### config.mk
export PLATFORM = sky130hd
export DESIGN_NAME = elastic_fifo
export DESIGN_NICKNAME = d
export VERILOG_FILES = /design/src/rtl/elastic_pkg.sv /design/src/rtl/elastic_fifo_wrap_counter.sv /design/src/rtl/elastic_fifo.sv
export SDC_FILE = /design/constraint.sdc
export NUM_CORES = 1
export LEC_CHECK = 0
export CORE_UTILIZATION = 53
export CTS_CLUSTER_SIZE = 28
export DETAILED_ROUTE_END_ITERATION = 8
export PLACE_DENSITY = 0.79
export RECOVER_POWER = 25
export SYNTH_ARGS = -nofsm -noshare
export SYNTH_HDL_FRONTEND = slang
export SYNTH_SLANG_ARGS = --single-unit
### constraint.sdc
create_clock -name clk_i -period 2.8 [get_ports clk_i]
set_clock_uncertainty 0.05 [all_clocks]
set_input_delay 0.56 -clock clk_i [delete_from_list [all_inputs] [get_ports clk_i]]
set_output_delay 0.56 -clock clk_i [all_outputs]
set_load 0.02 [all_outputs]
### src/rtl/elastic_pkg.sv
// Shared sizing helpers for the elastic FIFO and its pointer counters.
// Both the FIFO and the counters derive their widths here so the two can never disagree.
package elastic_pkg;

    // Occupancy needs to represent 0..depth inclusive.
    function automatic int count_width(input int depth);
        return $clog2(depth + 1);
    endfunction

    function automatic int ptr_width(input int depth);
        int w;
        w = $clog2(depth);
        return (w < 1) ? 1 : w;
    endfunction

endpackage

### src/rtl/elastic_fifo_wrap_counter.sv
// Modulo counter running 0..max_p and wrapping back to 0; used for FIFO read/write pointers.
// The wrap is an explicit compare, so non-power-of-two ranges behave correctly.
module wrap_counter
    import elastic_pkg::*;
#(
    parameter int max_p   = 3,
    parameter int width_p = ptr_width(max_p + 1)
) (
    input  logic               clk_i,
    input  logic               reset_ni,
    input  logic               clear_i,
    input  logic               en_i,
    output logic [width_p-1:0] count_o
);

    localparam logic [width_p-1:0] MaxC = width_p'(max_p);

    logic [width_p-1:0] count_q;
    logic [width_p-1:0] count_d;

    always_comb begin
        count_d = count_q;
        if (clear_i) begin
            count_d = '0;
        end else if (en_i) begin
            count_d = (count_q == MaxC) ? '0 : count_q + 1'b1;
        end
    end

    always_ff @(posedge clk_i or negedge reset_ni) begin
        if (!reset_ni) begin
            count_q <= '0;
        end else begin
            count_q <= count_d;
        end
    end

    assign count_o = count_q;

endmodule

### src/rtl/elastic_fifo.sv
// Multi-entry ready/valid elastic buffer with occupancy count, almost-full flag and flush.
// Flop-array storage; data_o is the head entry with no write-to-read bypass.
module elastic_fifo
    import elastic_pkg::*;
#(
    parameter int width_p          = 8,
    parameter int depth_p          = 4,
    parameter int almost_full_p    = 3,
    parameter int datapath_reset_p = 0,
    parameter int datapath_gate_p  = 1
) (
    input  logic                              clk_i,
    input  logic                              reset_ni,
    input  logic [width_p-1:0]                data_i,
    input  logic                              valid_i,
    output logic                              ready_o,
    output logic                              valid_o,
    output logic [width_p-1:0]                data_o,
    input  logic                              ready_i,
    input  logic                              flush_i,
    output logic [count_width(depth_p)-1:0]   count_o,
    output logic                              almost_full_o
);

    localparam int CntW = count_width(depth_p);
    localparam int PtrW = ptr_width(depth_p);

    localparam logic [CntW-1:0] DepthC = CntW'(depth_p);
    localparam logic [CntW-1:0] AfC    = CntW'(almost_full_p);

    if (depth_p < 2) begin : g_bad_depth
        $error("elastic_fifo: depth_p must be at least 2");
    end
    if (almost_full_p < 1 || almost_full_p > depth_p) begin : g_bad_af
        $error("elastic_fifo: almost_full_p must lie in 1..depth_p");
    end
    if (width_p < 1) begin : g_bad_width
        $error("elastic_fifo: width_p must be at least 1");
    end

    logic [CntW-1:0]    count_q;
    logic [CntW-1:0]    count_d;
    logic [PtrW-1:0]    wr_ptr;
    logic [PtrW-1:0]    rd_ptr;
    logic               push;
    logic               pop;
    logic               full;
    logic               empty;
    logic               mem_we;
    logic [width_p-1:0] mem_q [depth_p];

    assign full  = (count_q == DepthC);
    assign empty = (count_q == '0);

    // At full, a same-cycle pop frees the slot, so ready_i reaches ready_o combinationally.
    assign ready_o = ~flush_i & (~full | ready_i);
    assign valid_o = ~flush_i & ~empty;

    assign push = valid_i & ready_o;
    assign pop  = valid_o & ready_i;

    always_comb begin
        count_d = count_q;
        if (flush_i) begin
            count_d = '0;
        end else if (push && !pop) begin
            count_d = count_q + 1'b1;
        end else if (pop && !push) begin
            count_d = count_q - 1'b1;
        end
    end

    always_ff @(posedge clk_i or negedge reset_ni) begin
        if (!reset_ni) begin
            count_q <= '0;
        end else begin
            count_q <= count_d;
        end
    end

    assign count_o       = count_q;
    assign almost_full_o = (count_q >= AfC);

    wrap_counter #(
        .max_p   (depth_p - 1),
        .width_p (PtrW)
    ) u_wr_ptr (
        .clk_i    (clk_i),
        .reset_ni (reset_ni),
        .clear_i  (flush_i),
        .en_i     (push),
        .count_o  (wr_ptr)
    );

    wrap_counter #(
        .max_p   (depth_p - 1),
        .width_p (PtrW)
    ) u_rd_ptr (
        .clk_i    (clk_i),
        .reset_ni (reset_ni),
        .clear_i  (flush_i),
        .en_i     (pop),
        .count_o  (rd_ptr)
    );

    // Ungated writes are safe: wr_ptr only moves on push, so a stray write lands in a free slot.
    assign mem_we = (datapath_gate_p != 0) ? push : ready_o;

    if (datapath_reset_p != 0) begin : g_mem_rst
        always_ff @(posedge clk_i or negedge reset_ni) begin
            if (!reset_ni) begin
                for (int i = 0; i < depth_p; i++) begin
                    mem_q[i] <= '0;
                end
            end else if (mem_we) begin
                mem_q[wr_ptr] <= data_i;
            end
        end
    end else begin : g_mem_norst
        always_ff @(posedge clk_i) begin
            if (mem_we) begin
                mem_q[wr_ptr] <= data_i;
            end
        end
    end

    assign data_o = mem_q[rd_ptr];

`ifndef SYNTHESIS
    a_count_range : assert property (@(posedge clk_i) disable iff (!reset_ni)
        count_q <= DepthC);
    a_no_underflow : assert property (@(posedge clk_i) disable iff (!reset_ni)
        !(pop && empty));
    a_no_overflow : assert property (@(posedge clk_i) disable iff (!reset_ni)
        !(push && !pop && full));
`endif

endmodule

# Word level (Yosys, flattened, before mapping)
# Memory sizes are Yosys's and may differ from the RTL's.
# Index checks and enable logic that the tools add are counted.
[totals]
regBits = 7
ram_bits = 32
in_bits = 13
output_inout_bits = 14
word_cells = 39
n_memories = 1
[mem_list]
columns = ["name", "depth", "width", "rd", "rd_ports_with_merged_regs", "write_ports", "line", "source"]
rows = [
  ["mem_q", 4, 8, 1, 0, 1, "elastic_fifo.sv:50", "logic [width_p-1:0] mem_q [depth_p];"],
]
[op_classes]
addsub = 4
order_cmp = 1
n_eq_ne = 3
muxes = 11
bitwise_logic = 8
n_reduce_logical = 8
[op_table]
columns = ["op", "n"]
rows = [
  ["2-to-1 mux 2 bit", 6],
  ["2-to-1 mux 3 bit", 3],
  ["adder 2 x 1 -> 2 bit, second input constant", 2],
  ["bitwise AND 1 bit", 4],
  ["== test 2 bit, second input constant", 2],
  ["nonzero test 2 bit", 2],
  ["adder 3 x 1 -> 3 bit, second input constant", 1],
  ["== test 3 bit, second input constant", 1],
  [">= comparator 3 x 2 -> 1 bit, second input constant", 1],
  ["zero test 3 bit", 1],
  ["inverter 1 bit", 3],
  ["nonzero test 3 bit", 1],
  ["subtractor 3 x 1 -> 3 bit, second input constant", 1],
  ["logical AND 1 bit", 2],
  ["zero test 1 bit", 2],
  ["2-to-1 mux 1 bit", 2],
  ["bitwise OR 1 bit", 1],
]

# Depth between registers and ports, before layout
# Gate-level depths: netlist of run 1.
[logic_depth]
depth_word = 10
ltp_mapped = 9

# By module
# Synthesis of run 1 repeated with hierarchy kept, for this count alone.
[unflattened]
hier_cells = 104
hier_area_um2 = 1739.2
[by_module_without_submodules]
columns = ["module", "n_inst", "cells_each", "area_each_um2", "seq_area_each_um2"]
rows = [
  ["elastic_fifo", 1, 88, 1539.0, 1036.0],
  ["wrap_counter", 2, 8, 100.1, 50.0],
]

# Least setup slack after synthesis of run 1
# OpenSTA, ideal clock, no wires.
[synth_path]
path_type = "register -> register"
from = "register count_q[0], in the netlist count_o[0]"
to = "register count_q[1], in the netlist count_o[1]"
setup_time_ns = 0.104
arrival_time_ns = 2.469
path_slack_ns = 0.177
stages_incl_launch_ff = 9
cell_sequence = "dfrtp_1 > buf_2 > or4b_4 > buf_6 > and2_4 > a21boi_1 > fa_1 > a2111o_1 > a221oi_1"
[synth_via]
elab_chain_len = 8
word_cells_on_any_way = 19
[synth_lines]
columns = ["element", "line", "source"]
rows = [
  ["from (decl)", "elastic_fifo.sv:41", "logic [CntW-1:0] count_q;"],
  ["from (signal assigned)", "elastic_fifo.sv:77", "count_q <= count_d;"],
  ["== test 3 bit / zero test 3 bit (equally long branches)", "elastic_fifo.sv:52, elastic_fifo.sv:53", ""],
  ["inverter 1 bit (on tied branches)", "elastic_fifo.sv:56, elastic_fifo.sv:57", ""],
  ["bitwise OR 1 bit / bitwise AND 1 bit (equally long branches)", "elastic_fifo.sv:56, elastic_fifo.sv:57", ""],
  ["bitwise AND 1 bit (on tied branches)", "elastic_fifo.sv:56, elastic_fifo.sv:60", ""],
  ["bitwise AND 1 bit / zero test 1 bit (equally long branches)", "elastic_fifo.sv:59, elastic_fifo.sv:66", ""],
  ["logical AND 1 bit / zero test 1 bit (equally long branches)", "elastic_fifo.sv:66, elastic_fifo.sv:68", ""],
  ["2-to-1 mux 3 bit / logical AND 1 bit (equally long branches)", "elastic_fifo.sv:66, elastic_fifo.sv:68", ""],
  ["2-to-1 mux 3 bit / nonzero test 3 bit (equally long branches)", "--", ""],
]
# Parallel ways exist; a longest one is shown, timed or not. The select of a mux whose other input is x is not followed.
# A chain may end at the register's enable or synchronous reset.

# Worst setup path in the final report of run 1
[layout_path]
from = "register u_rd_ptr.count_q[0], in the netlist u_rd_ptr.count_o[0]"
to = "output data_o[2]"
[layout_via]
elab_chain_len = 1
[layout_lines]
columns = ["element", "line", "source"]
rows = [
  ["from (decl)", "elastic_fifo_wrap_counter.sv:18", "logic [width_p-1:0] count_q;"],
  ["from (signal assigned)", "elastic_fifo_wrap_counter.sv:34", "count_q <= count_d;"],
  ["memory (4 x 8 bit)", "--", ""],
  ["to (decl)", "elastic_fifo.sv:18", "output logic [width_p-1:0] data_o,"],
]
# Every way passes these cells.

==> results.ini, run 1 <==
[outcome]
status = complete, no violations

[synth]
avgSynthCellArea_sq_um = 16.2
syn_area_sq_um = 1760
synth_cell_types = 37
synthCells = 109
synth_compound_area_share_pct = 6.32
synth_ff_type = edfxtp_1
synth_fa_ha_area_share_pct = 4.69
synth_top_family_by_area = multiplexers
yosysWarnings = 0
muxShareOfSynthArea_pct = 12.0
synth_seq_cells = 39
synth_seq_area_share_pct = 64.5
synth_edf_count = 32
synth-xor-area-share_pct = 0.994
synth-simple-area-share_pct = 7.60
synth.net_count = 128
synth-async-reset-ratio_pct = 17.9

[layout]
fin_util_pct = 68.9
syn_to_final_growth_pct = 21.3
mostFrequentLayoutCells = edfxtp_1, clkdlybuf4s50_1, mux4_2, buf_4
finalNetCount = 160
final_common_cell = edfxtp_1
layout-drive-gt1-share_pct = 19.0
diodes = 0

[clocking]
cts_buffers = 5
root_buffer = clkbuf_4
clk_path_buf_depth = 2
clk_pin_slew_ps = 110
clock_latency_ps = 330
cts_sinks = 39
cts-htree-levels = 2
cts_setup_buffers = 0
cts_tree = yes
cts_hold_buf = 0

[global_route]
grt_use_total_pct = 20.6
grt-ovfl-total = 0
antenna_found_initial = 0
grt_pass1_wl_mm = 5.00
grt_pass1_vias = 1076
grt_start_max_net_pins = 13

[power_and_ir_drop]
p_per_area_nw_per_um2 = 664
irDropWorstVdd_uv = 363
p_leak_nw = 0.791

[timing]
setup_viol = 0
tightest_slew_ps = 443
slew_headroom_pct = 70.5
period_minus_slack_ps = 2650
max_freq_ghz = 0.377
drv_slew = 0
rsz0062_at_grt = false
period_share_pct = 94.7
hold_viol = 0
hold_ws_ps = 510

[worst_setup_path]
crit_arrival_ps = 2040
path_depth = 2
path_cells = mux4_2 -> clkdlybuf4s50_1
end_kind = primary output
reg2regPathDepth = 6
slowest_stage = dfrtp_2
worstPathMaxFanout = 11
cp_top_family = flip-flops
crit_type = flop to primary output
path_buf_inv = 1
critPathLaunchType = flop
setup.worst_path.start = u_rd_ptr.count_o[0]$_DFFE_PN0P_
required_ps = 2190
worst_path_largest_cell_delay_ps = 580
regToRegStartpoint = count_o[0]$_DFFE_PN0P_

[detailed_routing]
drc = 0
postRouteAntennaNets = 0
viasPerCell = 5.53
num_vias = 1029
wl_per_cell_um = 17.1
drtIter0Drc = 33
first_pass_iters = 6
route.final.wire_length_mm = 3.18

[die]
initial_utilization_pct = 56.8
num_io_pins = 27
core_sq_um = 3100
fp.dieW_um = 59.7
die_y_um = 59.7
row_count = 20
die_area_sq_um = 3560

[run]
cap_violations = 0

[placement]
dp_hpwl_mm = 2.36
portBuffers = 26
place_congestion = 0.828

[worst_hold_path]
hold_path.class = primary input to asynchronous set/reset pin

-- registers in the layout, indices dropped and copies added, names as in the netlist --
register and flops:
mem_q 32, count_o 3, u_rd_ptr.count_o 2, u_wr_ptr.count_o 2
-- routing by layer --
layer  GRT usage (%)  up-vias  part of all wire (%)
met2            36.2       27                    55
li1                -      483                     -
met1            24.0      512                    40
met5               0        -                     0
met4            7.64        0                   1.6
met3            5.63        7                   4.3
-- final cells by class --
cell class	count	area [sq um]
sequential	39	1140
clock inverter	2	8.76
inverter	4	15.0
timing repair buffer	34	323
multi-input combinational	57	557
clock buffer	6	41.3
fill	235	966
tap	44	55.1
-- power by group --
group | total (W) | leakage, nW | internal, W | switching [W]
Combinational | 0.000448 | 0.378 | 0.000236 | 0.000212
Sequential | 0.000711 | 0.383 | 0.000663 | 0.0000475
Clock | 0.000260 | 0.0297 | 0.0000944 | 0.000165
-- synthesized netlist by cell type, drive strengths merged, types with 2 or more instances --
cell,instances,area [sq um]
a21o,2,15.0
a21oi,3,15.0
and3,5,31.3
buf,7,46.3
clkbuf,2,7.51
dfrtp,7,175
edfxtp,32,961
ha,5,62.6
inv,4,15.0
mux2i,2,20.0
mux4,8,180
nand3,2,10.0
nor2,6,22.5
nor2b,2,12.5
o31ai,2,20.0
or3,2,12.5
-- stage by stage --
stage	worst slack (ps)	instances	cell area, sq um	setup TNS (ps)	power [W]
after floorplan	177	109	1760	0	0.00100
after global placement	-71.6	178	2080	-71.6	0.00115
after detailed placement	-168	178	2080	-168	0.00118
after CTS	3.77	186	2130	0	0.00143
after global routing	62.4	186	2140	0	0.00150
final	147	186	2140	0	0.00142
-- repair_timing --
| action | CTS | global route |
|---|---|---|
| endpoints found under the setup margin | 8 | 1 |
| gates cloned | 0 | 0 |
| gates resized for setup | 1 | 1 |
-- cells by family (layout without fill, tap and decap cells) --
family	count (synthesis)	count (layout)
AO/OA/AOI/OAI	15	15
multiplexers	11	11
XOR/XNOR	2	2
adder cells (fa/ha/maj)	6	6
flip-flops	39	39
buffers and inverters	13	46
AND/OR/NAND/NOR	23	23
-- final timing paths --
check                      slack [ps]                              end
setup / recovery                  150                        data_o[2]
hold / removal                    510  u_wr_ptr.count_o[1]$_DFFE_PN0P_
setup reg to reg                  270           count_o[1]$_DFFE_PN0P_
hold reg to reg                   590  u_wr_ptr.count_o[1]$_DFFE_PN0P_
max in group asynchronous        1900  u_rd_ptr.count_o[0]$_DFFE_PN0P_
min in group clk_i                590  u_wr_ptr.count_o[1]$_DFFE_PN0P_
No activity file was read; power rests on OpenSTA's default activity.
==> run 2, diff against run 1 <==
--- a/config.mk
+++ b/config.mk
@@ -5,10 +5,10 @@
 export SDC_FILE = /design/constraint.sdc
 export NUM_CORES = 1
 export LEC_CHECK = 0
-export CORE_UTILIZATION = 53
+export CORE_MARGIN = 5
+export CORE_UTILIZATION = 40
 export CTS_CLUSTER_SIZE = 28
 export DETAILED_ROUTE_END_ITERATION = 8
-export PLACE_DENSITY = 0.79
 export RECOVER_POWER = 25
 export SYNTH_ARGS = -nofsm -noshare
 export SYNTH_HDL_FRONTEND = slang
==> run 2 against run 1 <==
Clock power grew 36%; count of clock-buffer cells in the layout unchanged; non-clock buffer count unchanged; die area grew 64%; sequential share of layout area is 0.92 points lower; sequential power is essentially flat; fmax shrank 4.6%; routed wire length about the same; via count down 1.5%.
==> results.ini, run 2 (synthesis results as in run 1) <==
[worst_setup_path]
regToRegStartpoint = count_o[1]$_DFFE_PN0P_  ; was count_o[0]$_DFFE_PN0P_
path_cells = clkdlybuf4s50_1 -> or4b_4 -> nor2b_1 -> clkdlybuf4s50_1  ; was mux4_2 -> clkdlybuf4s50_1
reg2regPathDepth = 6  ; unchanged
crit_type = primary input to primary output  ; was flop to primary output
r2r_slack_ps = 340  ; was 270 ps
reg2reg_to = count_o[1]$_DFFE_PN0P_  ; unchanged
crit_arrival_ps = 2170  ; was 2040 ps
cp_common_cell = clkdlybuf4s50_1
critPathLaunchType = primary input  ; was flop
slowest_stage = clkdlybuf4s50_1  ; was dfrtp_2
worstPathMaxFanout = 3  ; was 11
end_kind = primary output  ; unchanged
cp_top_family = buffers and inverters  ; was flip-flops
worst_path_largest_cell_delay_ps = 540  ; was 580 ps
path_buf_inv = 2  ; was 1
required_ps = 2190  ; about the same

[clocking]
cts_hold_buf = 0  ; unchanged
cts_resized = 1  ; unchanged
cts_setup_buffers = 0  ; unchanged
clk_path_buf_depth = 2  ; unchanged
root_buffer = clkbuf_8  ; was clkbuf_4
cts_buffers = 5  ; unchanged
clock_latency_ps = 290  ; was 330 ps
cts_sinks = 39  ; unchanged
cts_tree = yes  ; unchanged
clk_pin_slew_ps = 70  ; was 110 ps
cts-htree-levels = 2  ; unchanged

[global_route]
met2_usage_pct = 18.1  ; was 36.2%
grt_pass1_wl_mm = 5.10  ; was 5.00 mm
use_met3_pct = 4.02  ; was 5.63%
grt_use_total_pct = 11.4  ; was 20.6%
antenna_found_initial = 0  ; unchanged
grt_pass1_vias = 1058  ; was 1076
grt_start_max_net_pins = 12  ; was 13
grt-ovfl-total = 0  ; unchanged
grtUsageMet1_pct = 13.7  ; was 24.0%
top_usage_layer = met2  ; unchanged

[detailed_routing]
viasPerCell = 5.23  ; was 5.53
first_pass_iters = 2  ; was 6
drc = 0  ; unchanged
drtIter0Drc = 49  ; was 33
num_vias = 1014  ; was 1029
postRouteAntennaNets = 0  ; unchanged
wl_per_cell_um = 16.4  ; was 17.1 um
route.final.wire_length_mm = 3.17  ; was 3.18 mm

[placement]
portBuffers = 26  ; unchanged
place_congestion = 0.773  ; was 0.828
dpl_cell_area_sq_um = 2090  ; was 2080 sq um
dp.cells = 186  ; was 178
dpl_worst_slack_ps = -103  ; was -168 ps
dp_hpwl_mm = 2.22  ; was 2.36 mm

[layout]
fillCellCount = 385  ; was 235
diodes = 0  ; unchanged
mostFrequentLayoutCells = edfxtp_1, clkdlybuf4s50_1, mux4_2, buf_4  ; unchanged
final_common_cell = edfxtp_1  ; unchanged
layout-drive-gt1-share_pct = 18.3  ; was 19.0%
fin_cells = 194  ; was 186
finalNetCount = 160  ; unchanged
top_register = mem_q  ; unchanged
largest_reg_flops = 32  ; unchanged
syn_to_final_growth_pct = 23.4  ; was 21.3%
fin_area_sq_um = 2170  ; was 2140 sq um

[timing]
slew_headroom_pct = 68.5  ; was 70.5%
tightest_slew_ps = 472  ; was 443 ps
setup_viol = 0  ; unchanged
max_freq_ghz = 0.360  ; was 0.377 GHz
drv_slew = 0  ; unchanged
hold_viol = 0  ; unchanged
fin_setup_tns_ps = 0  ; unchanged
period_minus_slack_ps = 2780  ; was 2650 ps
period_share_pct = 99.3  ; was 94.7%
worst_slack_ps = 20.7  ; was 147 ps
rsz0062_at_grt = false  ; unchanged

[die]
die_y_um = 76.4  ; was 59.7 um
num_io_pins = 27  ; unchanged
die_area_sq_um = 5830  ; was 3560 sq um
row_count = 24  ; was 20
fp.dieW_um = 76.4  ; was 59.7 um
core_sq_um = 4320  ; was 3100 sq um
initial_utilization_pct = 40.7  ; was 56.8%

[power_and_ir_drop]
irDropWorstVdd_uv = 242  ; was 363 uV
p_leak_nw = 0.791  ; about the same
p_per_area_nw_per_um2 = 691  ; was 664 nW/um^2

[outcome]
status = complete, no violations  ; unchanged

[run]
cap_violations = 0  ; unchanged

[worst_hold_path]
hold_path.class = primary input to asynchronous set/reset pin  ; unchanged

-- run 2: changes by cell type in the layout (fill, tap and decap cells not counted), sizes merged --
cell	delta
clkdlybuf4s50	+1
dlymetal6s2s	-1
-- run 2: how the worst max path moves through the flow --
| stage | cells after the start | end | from |
|---|---|---|---|
| final | 4 | ready_o | ready_i |
| after global routing | 4 | ready_o | ready_i |
| after CTS | 4 | ready_o | ready_i |
| after detailed placement | 7 | count_o[1]$_DFFE_PN0P_ | ready_i |
| after global placement | 7 | count_o[1]$_DFFE_PN0P_ | ready_i |
| after floorplan | 8 | count_o[1]$_DFFE_PN0P_ | count_o[0]$_DFFE_PN0P_ |
-- run 2: worst register-to-register path: cells and delay by family (launching register included) --
kind	cells	cell delay, ps
AO/OA/AOI/OAI	3	650
adder cells (fa/ha/maj)	1	450
flip-flops	1	470
AND/OR/NAND/NOR	2	750
-- run 2: layer usage --
layer	vias to the layer above	share of wire, %
li1	479	-
met1	510	43
met2	18	51
met3	7	4.1
met4	0	2.0
met5	-	0
-- run 2: cell type report --
| class | count | area [sq um] | area share, % |
|---|---|---|---|
| Timing Repair Buffer | 34 | 320 | 14.7 |
| Clock inverter | 2 | 7.51 | 0.345 |
| Tap cell | 52 | 65.1 | 2.99 |
| Inverter | 4 | 15.0 | 0.690 |
| Multi-Input combinational cell | 57 | 557 | 25.6 |
| Sequential cell | 39 | 1140 | 52.3 |
| Clock buffer | 6 | 72.6 | 3.34 |
-- run 2: through the flow --
step                      total power, W  util [%]  hold slack [ps]
after CTS                        0.00152      50.3              504
after global routing             0.00158      50.3              585
after detailed placement         0.00117      48.4              575
after floorplan                  0.00100         -              214
final                            0.00150      50.3              565
after global placement           0.00116      48.4              548
-- run 2: report_power, final --
part	internal [W]	leakage, nW	switching (W)
clock	0.000170	0.0403	0.000184
combinational	0.000234	0.368	0.000201
sequential	0.000664	0.383	0.0000493
==> run 3, diff against run 2 <==
--- a/config.mk
+++ b/config.mk
@@ -5,10 +5,14 @@
 export SDC_FILE = /design/constraint.sdc
 export NUM_CORES = 1
 export LEC_CHECK = 0
+export CAP_MARGIN = 20
+export CELL_PAD_IN_SITES_DETAIL_PLACEMENT = 1
+export CELL_PAD_IN_SITES_GLOBAL_PLACEMENT = 1
 export CORE_MARGIN = 5
 export CORE_UTILIZATION = 40
 export CTS_CLUSTER_SIZE = 28
 export DETAILED_ROUTE_END_ITERATION = 8
+export PLACE_DENSITY_LB_ADDON = 0.1
 export RECOVER_POWER = 25
 export SYNTH_ARGS = -nofsm -noshare
 export SYNTH_HDL_FRONTEND = slang
==> run 3 against run 2 <==
Final cell count up 0.52%; count of clock-buffer cells in the layout is 1 higher; design area grew 0.52%; first-iteration DRC count fell by 2.0%; utilization grew 0.26 points; highest routed layer unchanged.
==> results.ini, run 3 (synthesis results as in run 1) <==
[power_and_ir_drop]
irDropWorstVdd_uv = 288  ; was 242 uV
p_per_area_nw_per_um2 = 692  ; was 691 nW/um^2
p_leak_nw = 0.808  ; was 0.791 nW

[layout]
diodes = 0  ; unchanged
top_register = mem_q  ; unchanged
largest_reg_flops = 32  ; unchanged
finalNetCount = 161  ; was 160
final_common_cell = edfxtp_1  ; unchanged
fillCellCount = 434  ; was 385
fin_util_pct = 50.5  ; was 50.3%
syn_to_final_growth_pct = 24.1  ; was 23.4%
fin_cells = 195  ; was 194
layout-drive-gt1-share_pct = 19.6  ; was 18.3%
fin_area_sq_um = 2190  ; was 2170 sq um
mostFrequentLayoutCells = edfxtp_1, clkdlybuf4s50_1, buf_4, mux4_2  ; was edfxtp_1, clkdlybuf4s50_1, mux4_2, buf_4

[detailed_routing]
first_pass_iters = 3  ; was 2
route.final.wire_length_mm = 3.40  ; was 3.17 mm
drc = 0  ; unchanged
drtIter0Drc = 48  ; was 49
postRouteAntennaNets = 0  ; unchanged
wl_per_cell_um = 17.4  ; was 16.4 um
num_vias = 1027  ; was 1014
viasPerCell = 5.27  ; was 5.23

[worst_setup_path]
cp_top_family = compound AO/OA/AOI/OAI gates  ; was buffers and inverters
required_ps = 2910  ; was 2190 ps
crit_type = primary input to flop  ; was primary input to primary output
reg2reg_to = count_o[1]$_DFFE_PN0P_  ; unchanged
r2r_slack_ps = 420  ; was 340 ps
critPathLaunchType = primary input  ; unchanged
path_cells = clkdlybuf4s50_1 -> or4b_4 -> and2_4 -> a21boi_1 -> fa_1 -> a2111o_1 -> a221oi_1  ; was clkdlybuf4s50_1 -> or4b_4 -> nor2b_1 -> clkdlybuf4s50_1
slowest_stage = or4b_4  ; was clkdlybuf4s50_1
worstPathMaxFanout = 3  ; unchanged
crit_arrival_ps = 2770  ; was 2170 ps
worst_path_largest_cell_delay_ps = 500  ; was 540 ps
end_kind = flop  ; was primary output
regToRegStartpoint = count_o[1]$_DFFE_PN0P_  ; unchanged
reg2regPathDepth = 6  ; unchanged
path_buf_inv = 1  ; was 2

[placement]
dpl_cell_area_sq_um = 2100  ; was 2090 sq um
portBuffers = 26  ; unchanged
dp_hpwl_mm = 2.53  ; was 2.22 mm
place_congestion = 0.776  ; was 0.773
dp.cells = 187  ; was 186

[die]
die_area_sq_um = 5830  ; unchanged
fp.dieW_um = 76.4  ; unchanged
initial_utilization_pct = 40.7  ; unchanged
num_io_pins = 27  ; unchanged
die_y_um = 76.4  ; unchanged
core_sq_um = 4320  ; unchanged
row_count = 24  ; unchanged

[global_route]
grt_start_max_net_pins = 12  ; unchanged
antenna_found_initial = 0  ; unchanged
grt_pass1_vias = 1179  ; was 1058
grt_pass1_wl_mm = 5.82  ; was 5.10 mm
grt-ovfl-total = 0  ; unchanged
grt_use_total_pct = 12.7  ; was 11.4%

[clocking]
cts_buffers = 5  ; unchanged
cts_sinks = 39  ; unchanged
root_buffer = clkbuf_8  ; unchanged
cts-htree-levels = 2  ; unchanged
cts_hold_buf = 0  ; unchanged
clk_pin_slew_ps = 70  ; about the same
cts_tree = yes  ; unchanged
clk_path_buf_depth = 2  ; unchanged
clock_latency_ps = 280  ; was 290 ps

[timing]
drv_slew = 0  ; unchanged
hold_viol = 0  ; unchanged
tightest_slew_ps = 456  ; was 472 ps
max_freq_ghz = 0.377  ; was 0.360 GHz
period_minus_slack_ps = 2660  ; was 2780 ps
setup_viol = 0  ; unchanged
rsz0062_at_grt = false  ; unchanged
slew_headroom_pct = 69.6  ; was 68.5%
period_share_pct = 94.8  ; was 99.3%

[outcome]
status = complete, no violations  ; unchanged

[worst_hold_path]
hold_path.class = primary input to asynchronous set/reset pin  ; unchanged

[run]
cap_violations = 0  ; unchanged

[run 3: worst max-delay path by stage]
stage	startpoint	cells past startpoint	end
final	ready_i	7	count_o[1]$_DFFE_PN0P_
after global placement	ready_i	7	count_o[1]$_DFFE_PN0P_
after detailed placement	ready_i	7	count_o[1]$_DFFE_PN0P_
after floorplan	count_o[0]$_DFFE_PN0P_	8	count_o[1]$_DFFE_PN0P_
after global routing	ready_i	7	count_o[1]$_DFFE_PN0P_
after CTS	ready_i	4	ready_o
[run 3: per-stage QoR]
step           hold WS, ps  power, W  worst slack [ps]  setup TNS [ps]
3_5_place_dp           582   0.00119              -188            -188
2_1_floorplan          214   0.00100               177               0
6_report               577   0.00151               145               0
3_3_place_gp           556   0.00117             -56.5           -56.5
4_1_cts                517   0.00154              20.7               0
5_1_grt                594   0.00160              57.1               0
[run 3: cell type report]
cell class / instances / area (sq um) / share of cell area, %
multi-input combinational: 57 / 557 / 25.5
tap: 52 / 65.1 / 2.98
sequential: 39 / 1140 / 52.0
inverter: 4 / 15.0 / 0.687
clock buffer: 7 / 76.3 / 3.49
clock inverter: 1 / 5.00 / 0.229
timing repair buffer: 35 / 330 / 15.1
[run 3: worst reg2reg max path: stages, from the launching register on]
cell and delay [ps]:
dfrtp_1 390, or4b_4 550, and2_4 160, a21boi_1 130, fa_1 460, a2111o_1 290
a221oi_1 260
[run 3: timing repair]
action,in CTS,in global routing
setup buffers,0,0
gates resized for setup,1,1
endpoints found under the setup margin,6,1
[run 3: layer usage]
layer	GRT usage (%)	share of wire [%]
met5	0	0
met4	4.72	0.62
met3	3.19	3.2
met2	23.5	56
met1	13.6	40
[run 3: report_power, final]
part	switching [W]	internal, W	total, W
Sequential	0.0000414	0.000664	0.000705
Clock	0.000171	0.000175	0.000345
Combinational	0.000220	0.000241	0.000462
